--- config.mk ---
export PLATFORM = sky130hd
export DESIGN_NAME = channel_sum4_reduce
export DESIGN_NICKNAME = d
export VERILOG_FILES = /design/src/rtl/channel_sum4_reduce.sv
export SDC_FILE = /design/constraint.sdc
export NUM_CORES = 1
export LEC_CHECK = 0
export ABC_AREA = 1
export BUFFER_PORTS_ARGS = -buffer_cell sky130_fd_sc_hd__buf_2
export CAP_MARGIN = 20
export CORE_ASPECT_RATIO = 1.4
export CORE_MARGIN = 2
export CORE_UTILIZATION = 55
export DETAILED_ROUTE_END_ITERATION = 7
export GPL_ROUTABILITY_DRIVEN = 0
export PLACE_DENSITY = 0.8
export SYNTH_ARGS = -nofsm -noshare
export SYNTH_HDL_FRONTEND = slang
export SYNTH_SLANG_ARGS = --single-unit
--- constraint.sdc ---
create_clock -name clk -period 2.7 [get_ports clk]
set_clock_uncertainty 0.2 [all_clocks]
set_input_delay 0 -clock clk [delete_from_list [all_inputs] [get_ports clk]]
set_output_delay 0 -clock clk [all_outputs]
set_load 0.05 [all_outputs]
--- src/rtl/channel_sum4_reduce.sv ---
// channel_sum4_reduce
//   Sequential reduction block in the style of an HLS-generated loop. It pops
//   N words from an input FIFO channel, sums them with a wrapping adder and
//   pushes the single result to an output FIFO channel. After the push it
//   raises a sticky done flag.
//
// Ports
//   clk, rst          : clock and synchronous active-high reset
//   in_out_data       : data word from the input channel. It is sampled the
//                       cycle after the pop strobe.
//   in_read_ready     : input channel has a word available
//   in_write_ready    : unused
//   in_read_valid     : pop strobe to the input channel
//   in_in_data, in_write_valid, in_rst : tied to 0
//   out_out_data, out_read_ready       : unused
//   out_write_ready   : output channel can accept a word
//   out_in_data       : accumulator value; holds the final sum when pushed
//   out_write_valid   : push strobe to the output channel
//   out_read_valid, out_rst            : tied to 0
//   valid             : done flag, held until reset
module channel_sum4_reduce #(
  parameter int WIDTH = 32,
  parameter int N     = 4
) (
  input  logic             clk,
  input  logic             rst,
  input  logic [WIDTH-1:0] in_out_data,
  input  logic             in_read_ready,
  input  logic             in_write_ready,
  output logic             in_read_valid,
  output logic [WIDTH-1:0] in_in_data,
  output logic             in_write_valid,
  output logic             in_rst,
  input  logic [WIDTH-1:0] out_out_data,
  input  logic             out_read_ready,
  input  logic             out_write_ready,
  output logic [WIDTH-1:0] out_in_data,
  output logic             out_write_valid,
  output logic             out_read_valid,
  output logic             out_rst,
  output logic             valid
);

  typedef enum logic [3:0] {
    S0, S1, S2, S3, S4, S5, S6, S7, S8
  } state_t;

  state_t            state;
  state_t            state_next;
  logic [WIDTH-1:0]  acc;
  logic [WIDTH-1:0]  lt;
  logic [31:0]       idx;
  logic              exit_flag;
  logic [1:0]        lb;

  logic [31:0]       iter_base;
  logic [31:0]       iter_next;
  logic              iter_last;
  logic              unused_inputs;

  // The side of each channel that this block does not use is tied off.
  // The inputs on those sides are folded into one signal so that it is
  // clear they are intentionally ignored.
  assign in_in_data     = '0;
  assign in_write_valid = 1'b0;
  assign in_rst         = 1'b0;
  assign out_read_valid = 1'b0;
  assign out_rst        = 1'b0;
  assign unused_inputs  = ^{in_write_ready, out_out_data, out_read_ready};

  // Loop-counter datapath used at the loop head.
  // The last-block register tells us whether we are entering the loop from
  // the preheader (LB = 0, counter starts from 0) or coming around the back
  // edge (LB = 2, continue from the stored counter). The exit compare is
  // done on the incremented value so the flag is ready by the latch block.
  assign iter_base = (lb == 2'd0) ? 32'd0 : idx;
  assign iter_next = iter_base + 32'd1;
  assign iter_last = (iter_next == 32'(N));

  // State and datapath registers.
  // Every register clears on reset, including mid-loop, so a new run never
  // sees anything left over from an aborted one. Each state updates only
  // the registers that belong to its basic block.
  always_ff @(posedge clk) begin
    if (rst) begin
      state     <= S0;
      acc       <= '0;
      lt        <= '0;
      idx       <= '0;
      exit_flag <= 1'b0;
      lb        <= 2'd0;
    end else begin
      state <= state_next;
      case (state)
        S0: acc <= '0;
        S1: lb  <= 2'd0;
        S2: begin
          if (in_read_ready) begin
            lt        <= acc;
            idx       <= iter_next;
            exit_flag <= iter_last;
          end
        end
        S4: acc <= lt + in_out_data;
        S5: lb  <= 2'd2;
        default: ;
      endcase
    end
  end

  // Next-state logic and strobes.
  // The strobes depend only on the current state. in_read_ready is looked
  // at only in the loop head and out_write_ready only in the wait-for-output
  // state. S8 is terminal, so the done flag stays high until reset.
  always_comb begin
    state_next      = state;
    in_read_valid   = 1'b0;
    out_write_valid = 1'b0;
    valid           = 1'b0;
    case (state)
      S0: state_next = S1;
      S1: state_next = S2;
      S2: if (in_read_ready) state_next = S3;
      S3: begin
        in_read_valid = 1'b1;
        state_next    = S4;
      end
      S4: state_next = S5;
      S5: state_next = exit_flag ? S6 : S2;
      S6: if (out_write_ready) state_next = S7;
      S7: begin
        out_write_valid = 1'b1;
        state_next      = S8;
      end
      S8: valid = 1'b1;
      default: state_next = S0;
    endcase
  end

  assign out_in_data = acc;

endmodule

==> results_dict.tcl <==
set metrics [dict create \
    synth_edf_count 0 \
    hold_path_startpoint "in_out_data[6]" \
    cts_buffer_depth 2 \
    seqPwrFrac 0.445 \
    crit_arrival_ps 2600 \
    drive_gt1_frac 0.104 \
    grt_pass1_vias 7182 \
    die-area_sq_um 13900 \
    n_antenna_cell 0 \
    power_density_nw_per_um2 461 \
    whs_path_depth 5 \
    switchingPower_w 0.00123 \
    fp.dieH_microns 139 \
    drt_wl_total_mm 19.6 \
    period_share 0.932 \
    ys_top_cells_by_area "dfxtp_1, nand2_1, nor2_1, a21oi_1, o21ai_0" \
    post_drt_via_cell_ratio 5.44 \
    cts_buffers 9 \
    ys_seq_area_frac 0.286 \
    fin_total_pwr_w 0.00368 \
    ys_seq_elements 102 \
    status "complete, no violations" \
    hold_viol_final 0 \
    start_util 0.560 \
    core_sq_um 12800 \
    clock-sinks 102 \
    internal_power_w 0.00245 \
    syn2layout_area_growth_pct 11.8 \
    antenna_found_initial 0 \
    yosysWarnings 0 \
    path_class "flip-flop to flip-flop" \
    vias 7606 \
    synthArstFlopShare 0 \
    hold_end "out_in_data[6]" \
    syn_area_per_cell_sq_um 6.15 \
    synth_top_cell_area_share 0.286 \
    worstSetupStartpointType "flip-flop" \
    grt_max_degree 55 \
    grt_pass1_wl_mm 32.0 \
    swShare 0.335 \
    r2r-start "lb[1]" \
    required_ps 2780 \
    gr-total-overflow 0 \
    hpwl_mm 14.3 \
    postRouteAntennaNets 0 \
    max_cap_violations 0 \
    routedWlPerCell_microns 14.0 \
    syn_area_sq_um 7140 \
    root_buffer "clkbuf_16" \
    die_x_microns 100 \
    postCtsSetupBuffers 0 \
    r2r-end "exit_flag" \
    p_leak_nw 3.74 \
    power_frac_comb 0.209 \
    finalNetCount 1344 \
    synth_common_cells "nand2_1, nor2_1, dfxtp_1" \
    clock_latency_ps 350 \
    synth.most_common_cell "nand2_1" \
    ioPinCount 141 \
    io_buffers 70 \
    max_freq_ghz 0.397 \
    tritoncts "yes" \
    tightest_slew_ps 645 \
    yosysUniqueCellTypes 35 \
    timing_max_transition_violations_final 0 \
    grt_util_all_layers 0.282 \
    relSlewSlack 0.570 \
    critPathCaptureType "flip-flop" \
    fin_tns_setup_ps 0 \
    drc_errors 0 \
    drt-initial-drc-count 373 \
    min_path_type "input pin to flip-flop" \
    rsz0062_at_grt "false" \
    drtPass1Iterations 6 \
    syn_inst 1161 \
    crit_fanout 24 \
    clk_pin_slew_ps 80 \
    min_period_ps 2520 \
    ir_drop_mv 0.245 \
    h-tree-depth 3 \
    rows 49 \
    p_clk_frac 0.347 \
    finalSetupViolations 0 \
    r2r_slack_ps 180 \
    reg2reg_depth 13 \
    synth_flop_cell "dfxtp_1" \
    yosys.area.top_type "dfxtp_1" \
]
per-layer routing:
| metal | share of wire | global-route usage |
|---|---|---|
| met1 | 0.38 | 0.297 |
| met4 | 0.054 | 0.172 |
| met2 | 0.52 | 0.520 |
| met5 | 0 | 0 |
| met3 | 0.046 | 0.0333 |
through the flow:
step	utilization	area, sq um	hold WS [ps]	std cells	setup WS (ps)
final	0.626	7980	18.9	1399	183
after global routing	0.626	7980	39.0	1399	13.0
after CTS	0.626	7980	19.1	1399	184
after detailed placement	0.584	7450	219	1358	202
after global placement	0.584	7450	216	1358	235
after floorplan	-	7270	95.1	1196	270
final cells by class:
cell class              count  area (sq um)
clock inverters             6          51.3
fillers                  1220          4770
inverters                 100           375
clock buffers              10           229
repair buffers            107           691
flip-flops and latches    102          2040
multi-input cells         921          4400
well taps                 153           191
worst max path at each step:
stage                from              end  slack [ps]  cells after the start
detailed placement  lt[0]  out_in_data[22]         200                     13
global placement    lt[0]  out_in_data[30]         240                     13
global route        lb[1]        exit_flag          10                     13
finish              lb[1]        exit_flag         180                     13
floorplan           lb[1]        exit_flag         270                     18
CTS                 lt[0]  out_in_data[30]         180                     13
critical path: stages (launching register included):
cell and delay [ps]:
dfxtp_2 350, buf_4 270, nand3_1 190, nor2_1 270, nand2_1 160, nor2_4 170, nand2_1 70, nand2_1 60
nand2_1 70, nor2_1 100, nand2_1 50, nor2_1 210, nand3_1 120, a21oi_1 140
registers in the layout, indices dropped and copies added (netlist names):
| register | flops |
|---|---|
| state | 4 |
| lb | 1 |
| exit_flag | 1 |
| lt | 32 |
| out_in_data | 32 |
| idx | 32 |
timing repair:
action / CTS / global route
hold buffers: 25 / 0
setup endpoints to repair: 0 / 4
resized for setup: 0 / 1
endpoints found under the hold margin: 25 / 0
cells in the final DEF, fill, tap and decap left out, types with 5 or more instances in the layout:
master         netlist  routed
o21ai_0             94      93
o211ai_1             7       7
conb_1               1      36
dlygate4sd3_1        0      25
ha_1                32      32
buf_4               37      12
nand3_1             72      72
a31oi_1              5       5
nand3b_1            17      17
nand3_2              7       7
buf_2                9      70
clkbuf_16            0       9
a21oi_1             96      96
o21a_1               5       5
inv_1               98      97
or2_2                6       6
o21bai_1             9       9
nor3_1              10      10
nor2_2              10      10
nor2_1             208     208
nand2_1            289     289
dfxtp_1            102     101
logic make-up (layout without fill, tap and decap cells):
kind of cell | count (synthesis) | count (layout) | synth area share
AOI/OAI and AO/OA | 220 | 220 | 0.163
xor gates and xnor gates | 4 | 4 | 0.00491
adders and majority gates | 33 | 33 | 0.0589
buffers and inverters | 173 | 223 | 0.116
DFF | 102 | 102 | 0.286
other | 1 | 36 | 0.000525
and+or+nand+nor | 628 | 628 | 0.370
power groups by stage:
stage | logic [W] | registers [W] | clock network, W
after global placement | 0.000718 | 0.00167 | 0
after CTS | 0.000760 | 0.00164 | 0.00129
after detailed placement | 0.000727 | 0.00167 | 0
after floorplan | 0.000584 | 0.00168 | 0
final | 0.000768 | 0.00164 | 0.00128
after global routing | 0.000849 | 0.00165 | 0.00134
Power figures use the tool's default switching activity.
